==> src/rtl/hazard_ctrl_pkg.sv <==
// hazard_ctrl_pkg: shared definitions for the pipeline sequencing controller.
//   - state_e      : FSM state encoding (RUN=0, MD_WAIT=1)
//   - NopInstr     : instruction word the IF/ID register loads when flushed
//   - MdCntW       : width of the mul/div hold counter (covers MULDIV_CYCLES up to 16)
package hazard_ctrl_pkg;

  typedef enum logic {
    StRun    = 1'b0,
    StMdWait = 1'b1
  } state_e;

  localparam logic [31:0] NopInstr = 32'h0000_0000;

  localparam int unsigned MdCntW = 4;

endpackage

==> src/rtl/hazard_ctrl_if.sv <==
// hazard_ctrl_if: bundle of hazard-detection inputs and pipeline control outputs.
//   master : the pipeline side, drives ID/EX status and perf_clr, receives controls
//   slave  : hazard_ctrl, receives status and drives enables/bubbles/counters
interface hazard_ctrl_if #(
  parameter int unsigned CNT_W = 16
);
  import hazard_ctrl_pkg::*;

  logic [4:0]       id_rs;
  logic [4:0]       id_rt;
  logic             id_uses_rt;
  logic             id_muldiv;
  logic             ex_mread;
  logic [4:0]       ex_rt;
  logic             ex_branch_taken;
  logic             perf_clr;

  logic             pc_en;
  logic             ifid_en;
  logic             ifid_flush;
  logic             idex_en;
  logic             idex_bubble;
  logic             exmem_bubble;
  logic             md_busy;
  logic [CNT_W-1:0] stall_cnt;
  logic [CNT_W-1:0] flush_cnt;

  modport master (
    output id_rs, id_rt, id_uses_rt, id_muldiv, ex_mread, ex_rt, ex_branch_taken, perf_clr,
    input  pc_en, ifid_en, ifid_flush, idex_en, idex_bubble, exmem_bubble, md_busy,
    input  stall_cnt, flush_cnt
  );

  modport slave (
    input  id_rs, id_rt, id_uses_rt, id_muldiv, ex_mread, ex_rt, ex_branch_taken, perf_clr,
    output pc_en, ifid_en, ifid_flush, idex_en, idex_bubble, exmem_bubble, md_busy,
    output stall_cnt, flush_cnt
  );

endinterface

==> src/rtl/hazard_ctrl_sat_counter.sv <==
// hazard_ctrl_sat_counter: saturating event counter (sat_counter).
//   clock   : core clock, rising edge
//   rst     : asynchronous active-high reset, clears the count
//   i_inc   : count one event this cycle
//   i_clr   : synchronous clear, wins over i_inc
//   o_count : current count, sticks at all-ones
module hazard_ctrl_sat_counter #(
  parameter int unsigned CNT_W = 16
) (
  input  logic             clock,
  input  logic             rst,
  input  logic             i_inc,
  input  logic             i_clr,
  output logic [CNT_W-1:0] o_count
);

  logic [CNT_W-1:0] r_count;

  always_ff @(posedge clock or posedge rst) begin
    if (rst) begin
      r_count <= '0;
    end else if (i_clr) begin
      r_count <= '0;
    end else if (i_inc && (r_count != '1)) begin
      r_count <= r_count + 1'b1;
    end
  end

  assign o_count = r_count;

endmodule

==> src/rtl/hazard_ctrl.sv <==
// hazard_ctrl: pipeline sequencing controller for the 5-stage core.
//   clock : core clock, rising edge
//   rst   : asynchronous active-high reset
//   bus   : hazard_ctrl_if slave; ID/EX hazard status in, PC/IF-ID/ID-EX/EX-MEM controls
//           and stall/flush event counters out
// Handles taken-branch squash, single-cycle load-use stall and the fixed-latency
// mul/div hold in EX. Controls are combinational from state plus inputs.
module hazard_ctrl
  import hazard_ctrl_pkg::*;
#(
  parameter int unsigned MULDIV_CYCLES = 4,
  parameter int unsigned CNT_W         = 16
) (
  input  logic        clock,
  input  logic        rst,
  hazard_ctrl_if.slave bus
);

  // The RUN cycle that issues the mul/div counts as one of its EX cycles, so the
  // hold lasts MULDIV_CYCLES-1 cycles and the counter starts at MULDIV_CYCLES-2.
  localparam logic [MdCntW-1:0] MdLoad =
      MdCntW'((MULDIV_CYCLES > 1) ? (MULDIV_CYCLES - 2) : 0);
  localparam bit MdEnable = (MULDIV_CYCLES > 1);

  state_e            r_state;
  state_e            w_state_next;
  logic [MdCntW-1:0] r_md_cnt;
  logic [MdCntW-1:0] w_md_cnt_next;
  logic              w_lu;
  logic              w_stall_inc;
  logic              w_flush_inc;

  // Register 0 is hard-wired zero, so a load targeting it is never a real dependency.
  assign w_lu = bus.ex_mread && (bus.ex_rt != 5'd0) &&
                ((bus.ex_rt == bus.id_rs) || (bus.id_uses_rt && (bus.ex_rt == bus.id_rt)));

  always_ff @(posedge clock or posedge rst) begin
    if (rst) begin
      r_state  <= StRun;
      r_md_cnt <= '0;
    end else begin
      r_state  <= w_state_next;
      r_md_cnt <= w_md_cnt_next;
    end
  end

  always_comb begin
    w_state_next     = r_state;
    w_md_cnt_next    = r_md_cnt;
    w_stall_inc      = 1'b0;
    w_flush_inc      = 1'b0;
    bus.pc_en        = 1'b1;
    bus.ifid_en      = 1'b1;
    bus.ifid_flush   = 1'b0;
    bus.idex_en      = 1'b1;
    bus.idex_bubble  = 1'b0;
    bus.exmem_bubble = 1'b0;
    bus.md_busy      = 1'b0;

    unique case (r_state)
      StRun: begin
        if (bus.ex_branch_taken) begin
          // The ID instruction is on the wrong path; its hazards are irrelevant.
          bus.ifid_flush  = 1'b1;
          bus.idex_bubble = 1'b1;
          w_flush_inc     = 1'b1;
        end else if (w_lu) begin
          bus.pc_en       = 1'b0;
          bus.ifid_en     = 1'b0;
          bus.idex_bubble = 1'b1;
          w_stall_inc     = 1'b1;
        end else if (bus.id_muldiv && MdEnable) begin
          w_state_next  = StMdWait;
          w_md_cnt_next = MdLoad;
        end
      end
      StMdWait: begin
        // Mul/div stays in EX; everything behind it freezes and MEM gets bubbles.
        bus.pc_en        = 1'b0;
        bus.ifid_en      = 1'b0;
        bus.idex_en      = 1'b0;
        bus.exmem_bubble = 1'b1;
        bus.md_busy      = 1'b1;
        w_stall_inc      = 1'b1;
        if (r_md_cnt == '0) begin
          w_state_next = StRun;
        end else begin
          w_md_cnt_next = r_md_cnt - 1'b1;
        end
      end
      default: begin
        w_state_next = StRun;
      end
    endcase

    // Reset is asynchronous, so the controls must go benign without waiting for a clock.
    if (rst) begin
      bus.pc_en        = 1'b1;
      bus.ifid_en      = 1'b1;
      bus.ifid_flush   = 1'b0;
      bus.idex_en      = 1'b1;
      bus.idex_bubble  = 1'b0;
      bus.exmem_bubble = 1'b0;
      bus.md_busy      = 1'b0;
    end
  end

  hazard_ctrl_sat_counter #(
    .CNT_W (CNT_W)
  ) u_stall_cnt (
    .clock   (clock),
    .rst     (rst),
    .i_inc   (w_stall_inc),
    .i_clr   (bus.perf_clr),
    .o_count (bus.stall_cnt)
  );

  hazard_ctrl_sat_counter #(
    .CNT_W (CNT_W)
  ) u_flush_cnt (
    .clock   (clock),
    .rst     (rst),
    .i_inc   (w_flush_inc),
    .i_clr   (bus.perf_clr),
    .o_count (bus.flush_cnt)
  );

endmodule

==> src/flat_wrapper.sv <==
// flat-port wrapper written by rule: the top's interface ports become plain ports
module hazard_ctrl_flat import hazard_ctrl_pkg::*;
#(
  parameter int unsigned MULDIV_CYCLES = 4,
  parameter int unsigned CNT_W         = 16
)
  (clock, rst, bus_id_rs, bus_id_rt, bus_id_uses_rt, bus_id_muldiv, bus_ex_mread, bus_ex_rt, bus_ex_branch_taken, bus_perf_clr, bus_pc_en, bus_ifid_en, bus_ifid_flush, bus_idex_en, bus_idex_bubble, bus_exmem_bubble, bus_md_busy, bus_stall_cnt, bus_flush_cnt);
  hazard_ctrl_if #(.CNT_W(CNT_W)) bus_i ();
  input  logic clock;
  input  logic rst;
  input wire logic [$bits(bus_i.id_rs)-1:0] bus_id_rs;
  input wire logic [$bits(bus_i.id_rt)-1:0] bus_id_rt;
  input wire logic [$bits(bus_i.id_uses_rt)-1:0] bus_id_uses_rt;
  input wire logic [$bits(bus_i.id_muldiv)-1:0] bus_id_muldiv;
  input wire logic [$bits(bus_i.ex_mread)-1:0] bus_ex_mread;
  input wire logic [$bits(bus_i.ex_rt)-1:0] bus_ex_rt;
  input wire logic [$bits(bus_i.ex_branch_taken)-1:0] bus_ex_branch_taken;
  input wire logic [$bits(bus_i.perf_clr)-1:0] bus_perf_clr;
  output wire logic [$bits(bus_i.pc_en)-1:0] bus_pc_en;
  output wire logic [$bits(bus_i.ifid_en)-1:0] bus_ifid_en;
  output wire logic [$bits(bus_i.ifid_flush)-1:0] bus_ifid_flush;
  output wire logic [$bits(bus_i.idex_en)-1:0] bus_idex_en;
  output wire logic [$bits(bus_i.idex_bubble)-1:0] bus_idex_bubble;
  output wire logic [$bits(bus_i.exmem_bubble)-1:0] bus_exmem_bubble;
  output wire logic [$bits(bus_i.md_busy)-1:0] bus_md_busy;
  output wire logic [$bits(bus_i.stall_cnt)-1:0] bus_stall_cnt;
  output wire logic [$bits(bus_i.flush_cnt)-1:0] bus_flush_cnt;
  assign bus_i.id_rs = bus_id_rs;
  assign bus_i.id_rt = bus_id_rt;
  assign bus_i.id_uses_rt = bus_id_uses_rt;
  assign bus_i.id_muldiv = bus_id_muldiv;
  assign bus_i.ex_mread = bus_ex_mread;
  assign bus_i.ex_rt = bus_ex_rt;
  assign bus_i.ex_branch_taken = bus_ex_branch_taken;
  assign bus_i.perf_clr = bus_perf_clr;
  assign bus_pc_en = bus_i.pc_en;
  assign bus_ifid_en = bus_i.ifid_en;
  assign bus_ifid_flush = bus_i.ifid_flush;
  assign bus_idex_en = bus_i.idex_en;
  assign bus_idex_bubble = bus_i.idex_bubble;
  assign bus_exmem_bubble = bus_i.exmem_bubble;
  assign bus_md_busy = bus_i.md_busy;
  assign bus_stall_cnt = bus_i.stall_cnt;
  assign bus_flush_cnt = bus_i.flush_cnt;
  hazard_ctrl #(.MULDIV_CYCLES(MULDIV_CYCLES), .CNT_W(CNT_W)) u_core (.clock(clock), .rst(rst), .bus(bus_i));
endmodule
==> config.mk <==
export PLATFORM = sky130hd
export DESIGN_NAME = hazard_ctrl_flat
export DESIGN_NICKNAME = d
export VERILOG_FILES = /design/src/rtl/hazard_ctrl_pkg.sv /design/src/rtl/hazard_ctrl_if.sv /design/src/rtl/hazard_ctrl_sat_counter.sv /design/src/rtl/hazard_ctrl.sv /design/src/flat_wrapper.sv
export SDC_FILE = /design/constraint.sdc
export NUM_CORES = 1
export LEC_CHECK = 0
export BUFFER_PORTS_ARGS = -buffer_cell sky130_fd_sc_hd__buf_4
export CAP_MARGIN = 20
export CORE_AREA = 2 2 75 77
export CTS_CLUSTER_SIZE = 16
export DETAILED_ROUTE_END_ITERATION = 8
export DIE_AREA = 0 0 77 79
export PLACE_DENSITY = 0.62
export SLEW_MARGIN = 10
export SYNTH_ARGS = -nofsm -noshare
export SYNTH_HDL_FRONTEND = slang
export SYNTH_SLANG_ARGS = --single-unit
export TNS_END_PERCENT = 20
==> constraint.sdc <==
create_clock -name clock -period 2.6 [get_ports clock]
set_input_delay 0.52 -clock clock [delete_from_list [all_inputs] [get_ports clock]]
set_output_delay 0.52 -clock clock [all_outputs]
set_load 0.05 [all_outputs]
==> summary.md <==
| Metric | Value |
|---|---|
| Total die area | just over 0.006 mm^2 |
| Fill cells | approximately 530 |
| Maxcap violations | 0 |
| PD cells | 635 mW/mm^2 |
| Prevailing post-synth register cell | dfrtp_1 |
| Post-Route WL | 5120 um |
| Setup TNS | 0 ns |
| Clock root buffer | clkbuf_8 |
| Die Y | between 70 and 80 um |
| Placed wire-length estimate | 3680 um |
| All-Layer GR Usage | 0.178 |
| Clock sink count | 37 |
| FMAX | 0.402 GHz |
| Antenna violations before repair | 0 |
| Syn Inst Count | around 240 |
| Mapped Nets | between 200 and 300 |
| Synth top area cells | dfrtp_1, xor2_1, nor2_1 |
| Nets | 324 |
| Die X | between 70 and 80 um |
| Area grow syn2layout | 30.5% |
| Cell count after placement | roughly 360 |
| ANT cells | 0 |
| Finished Layout Cells | 372 |
| Fin crit period | approximately 2.5 ns |
| Core Area | roughly 0.0053 mm^2 |
| Worst Hold Class | input port to async pin |
| Footprint of the multi-input gates | around 0.0012 mm^2 |
| CTS max path bufs | 2 |
| CP endpoint kind | output pin |
| Critical setup path kind | input port to output pin |
| Sequential fraction of the synthesis area | 0.426 |
| Storage element area | around 900 um^2 |
| Max incr delay on CP | between 0.3 and 0.4 ns |
| RSZ-0062 raised after global routing | no |
| WP data required | 2.08 ns |
| Syn. warnings | 0 |
| Crit share post-route | 0.958 |
| Slew headroom | 0.575 |
| Ports | around 60 |
| Arr. time, crit path | a little under 2 ns |
| Critical Path Slowest Stage Cell | o31ai_2 |
| Post-synthesis cell type count | 38 |
| Endpoints failing hold | 0 |
| Worst Tran Pin Value | 0.632 ns |
| Tot Pwr | around 1.8 mW |
| RePlAce Congestion | 0.853 |
| Max FO, Critical Path | 4 |
| Overflow after GRT | 0 |
| Via/cell ratio | between 5 and 6 |
| Post-route ant nets | 0 |
| CTS H-tree lvls | 2 |
| Mapped Area | roughly 0.0022 mm^2 |
| Worst path cell trace | buf_4, xor2_1, nor4_2, a32oi_1, o31ai_2, nand2_2, buf_4 |
| Starting density of the core | 0.407 |
| CTS tree | built |
| Final setup fails | 0 |
| Most frequent CP cell | buf_4 |
| Crit start category | input port |
| Layout Skew | 0.00657 ns |
| Share of cells above drive strength 1 | 0.293 |
| Routed len/inst | between 10 and 15 um |
| Worst-path clk slew | roughly 0.08 ns |
| Worst-Skew Late Latency | 0.29 ns |
| Top cell type's share of synthesized area | 0.426 |
| Outcome | complete, no violations |
| Max-slew violations | 0 |
| Commonest cells post-synth | dfrtp_1, nor2_1, xor2_1 |
| Yosys reg bits | 37 |
| DR pass1 iterations | 4 |
| Vias in the first global route | ~1800 |
| Async SR Flop Fraction | 1.00 |
| Top-count cell post-synth | dfrtp_1 |
| Initial drt markers | a little over 100 |
| Final Util | 0.531 |
| TritonCTS buffer count | 5 |
| Via count | 1976 |
| VDD IR max | about 300 uV |
| Post-CTS setup buffer count | 0 |
| Pleak | between 1 and 1.5 nW |
| Number of synthesized flops with an enable pin | 0 |
| Drc violations | 0 |
| Syn Area/Cell | slightly above 9 um^2 |
| Num rows | 27 |
| Input/output buffers | 60 |
| Synth area leader | dfrtp_1 |
| Global-route wire length before repair | 8650 um |
| Largest net degree at the start of global routing | 38 |
[metal layers]
layer / share of wire / global-route usage / vias up
li1: - / - / 984
met1: 0.48 / 0.246 / 936
met2: 0.46 / 0.278 / 52
met3: 0.050 / 0.0398 / 4
met4: 0.012 / 0.0589 / 0
met5: 0 / 0 / -
[state kept, by name (all words and copies together), names as in the netlist]
register                    count
u_core.r_state                  1
u_core.r_md_cnt                 4
u_core.u_flush_cnt.o_count     16
u_core.u_stall_cnt.o_count     16
[power by group]
group / internal [mW] / switching [mW]
sequential: 0.629 / 0.0627
combinational: 0.235 / 0.423
clock: 0.240 / 0.212
total: 1.10 / 0.697
[layout by cell type (no fill, tap or decap), types with 2 or more instances in the layout]
cell type and instances:
and4_1 3, nand3_1 19, xnor2_1 5, nor4_1 6, mux2_2 4, nor2_1 26
o2111ai_1 2, a41o_1 2, or4_1 8, mux2i_1 2, and2_1 2, a211oi_1 2
nand2_1 13, or3_1 2, o31ai_1 7, nand4_1 7, o21ai_0 5, buf_4 68
inv_1 10, nor2b_1 5, dfrtp_1 37, a21oi_1 13, and3_1 4, nor3_1 3
ha_1 3, clkbuf_8 7, xor2_1 20
[stage by stage]
stage | hold WS [ns] | cell area [um^2] | setup WS, ns
6_report | 0.418 | 2840 | 0.110
5_1_grt | 0.476 | 2840 | 0.00223
3_5_place_dp | 0.473 | 2730 | -0.116
2_1_floorplan | 0.451 | 2180 | -0.245
3_3_place_gp | 0.461 | 2730 | -0.0231
4_1_cts | 0.445 | 2830 | 0.0341
[worst max-delay path, delay by kind of cell]
family / cells / cell delay [ns]
AOI/OAI and AO/OA: 2 / 0.56
and+or+nand+nor: 2 / 0.40
buffers and inverters: 2 / 0.32
xor gates and xnor gates: 1 / 0.16
[final timing paths]
| path | from | endpoint | slack [ns] | cells after the start |
|---|---|---|---|---|
| max in group asynchronous | rst | u_core.u_flush_cnt.o_count[14] | 1.84 | 3 |
| min | rst | u_core.r_md_cnt[1] | 0.42 | 3 |
| max reg2reg | u_core.u_stall_cnt.o_count[0] | u_core.u_stall_cnt.o_count[6] | 0.43 | 8 |
| min in group clock | u_core.r_md_cnt[0] | u_core.r_md_cnt[0] | 0.48 | 1 |
| max | bus_ex_rt[3] | bus_ifid_en | 0.11 | 7 |
| min reg2reg | u_core.r_md_cnt[0] | u_core.r_md_cnt[0] | 0.48 | 1 |
[cell families (layout without fill, tap and decap cells)]
family,count (synthesis),in the layout,share of synthesized area
AND/OR/NAND/NOR,103,103,0.248
XOR/XNOR,25,25,0.101
flip-flops,37,37,0.426
multiplexers,7,7,0.0351
AO/OA/AOI/OAI,38,38,0.127
buffers and inverters,22,87,0.0455
adder cells (fa/ha/maj),3,3,0.0173
[layout make-up]
class                   count  area share
clock buffers               7      0.0340
repair buffers             68       0.180
well taps                  72      0.0318
inverters                  11      0.0159
flip-flops and latches     37       0.327
multi-input cells         176       0.410
clock inverters             1     0.00177
[timing repair]
item / CTS / global route
setup endpoints to repair: 0 / 3
hold endpoints to repair: 0 / 0
resized for setup: 0 / 2
hold buffers: 0 / 0
Note: power is estimated with default switching activity, not from simulation.
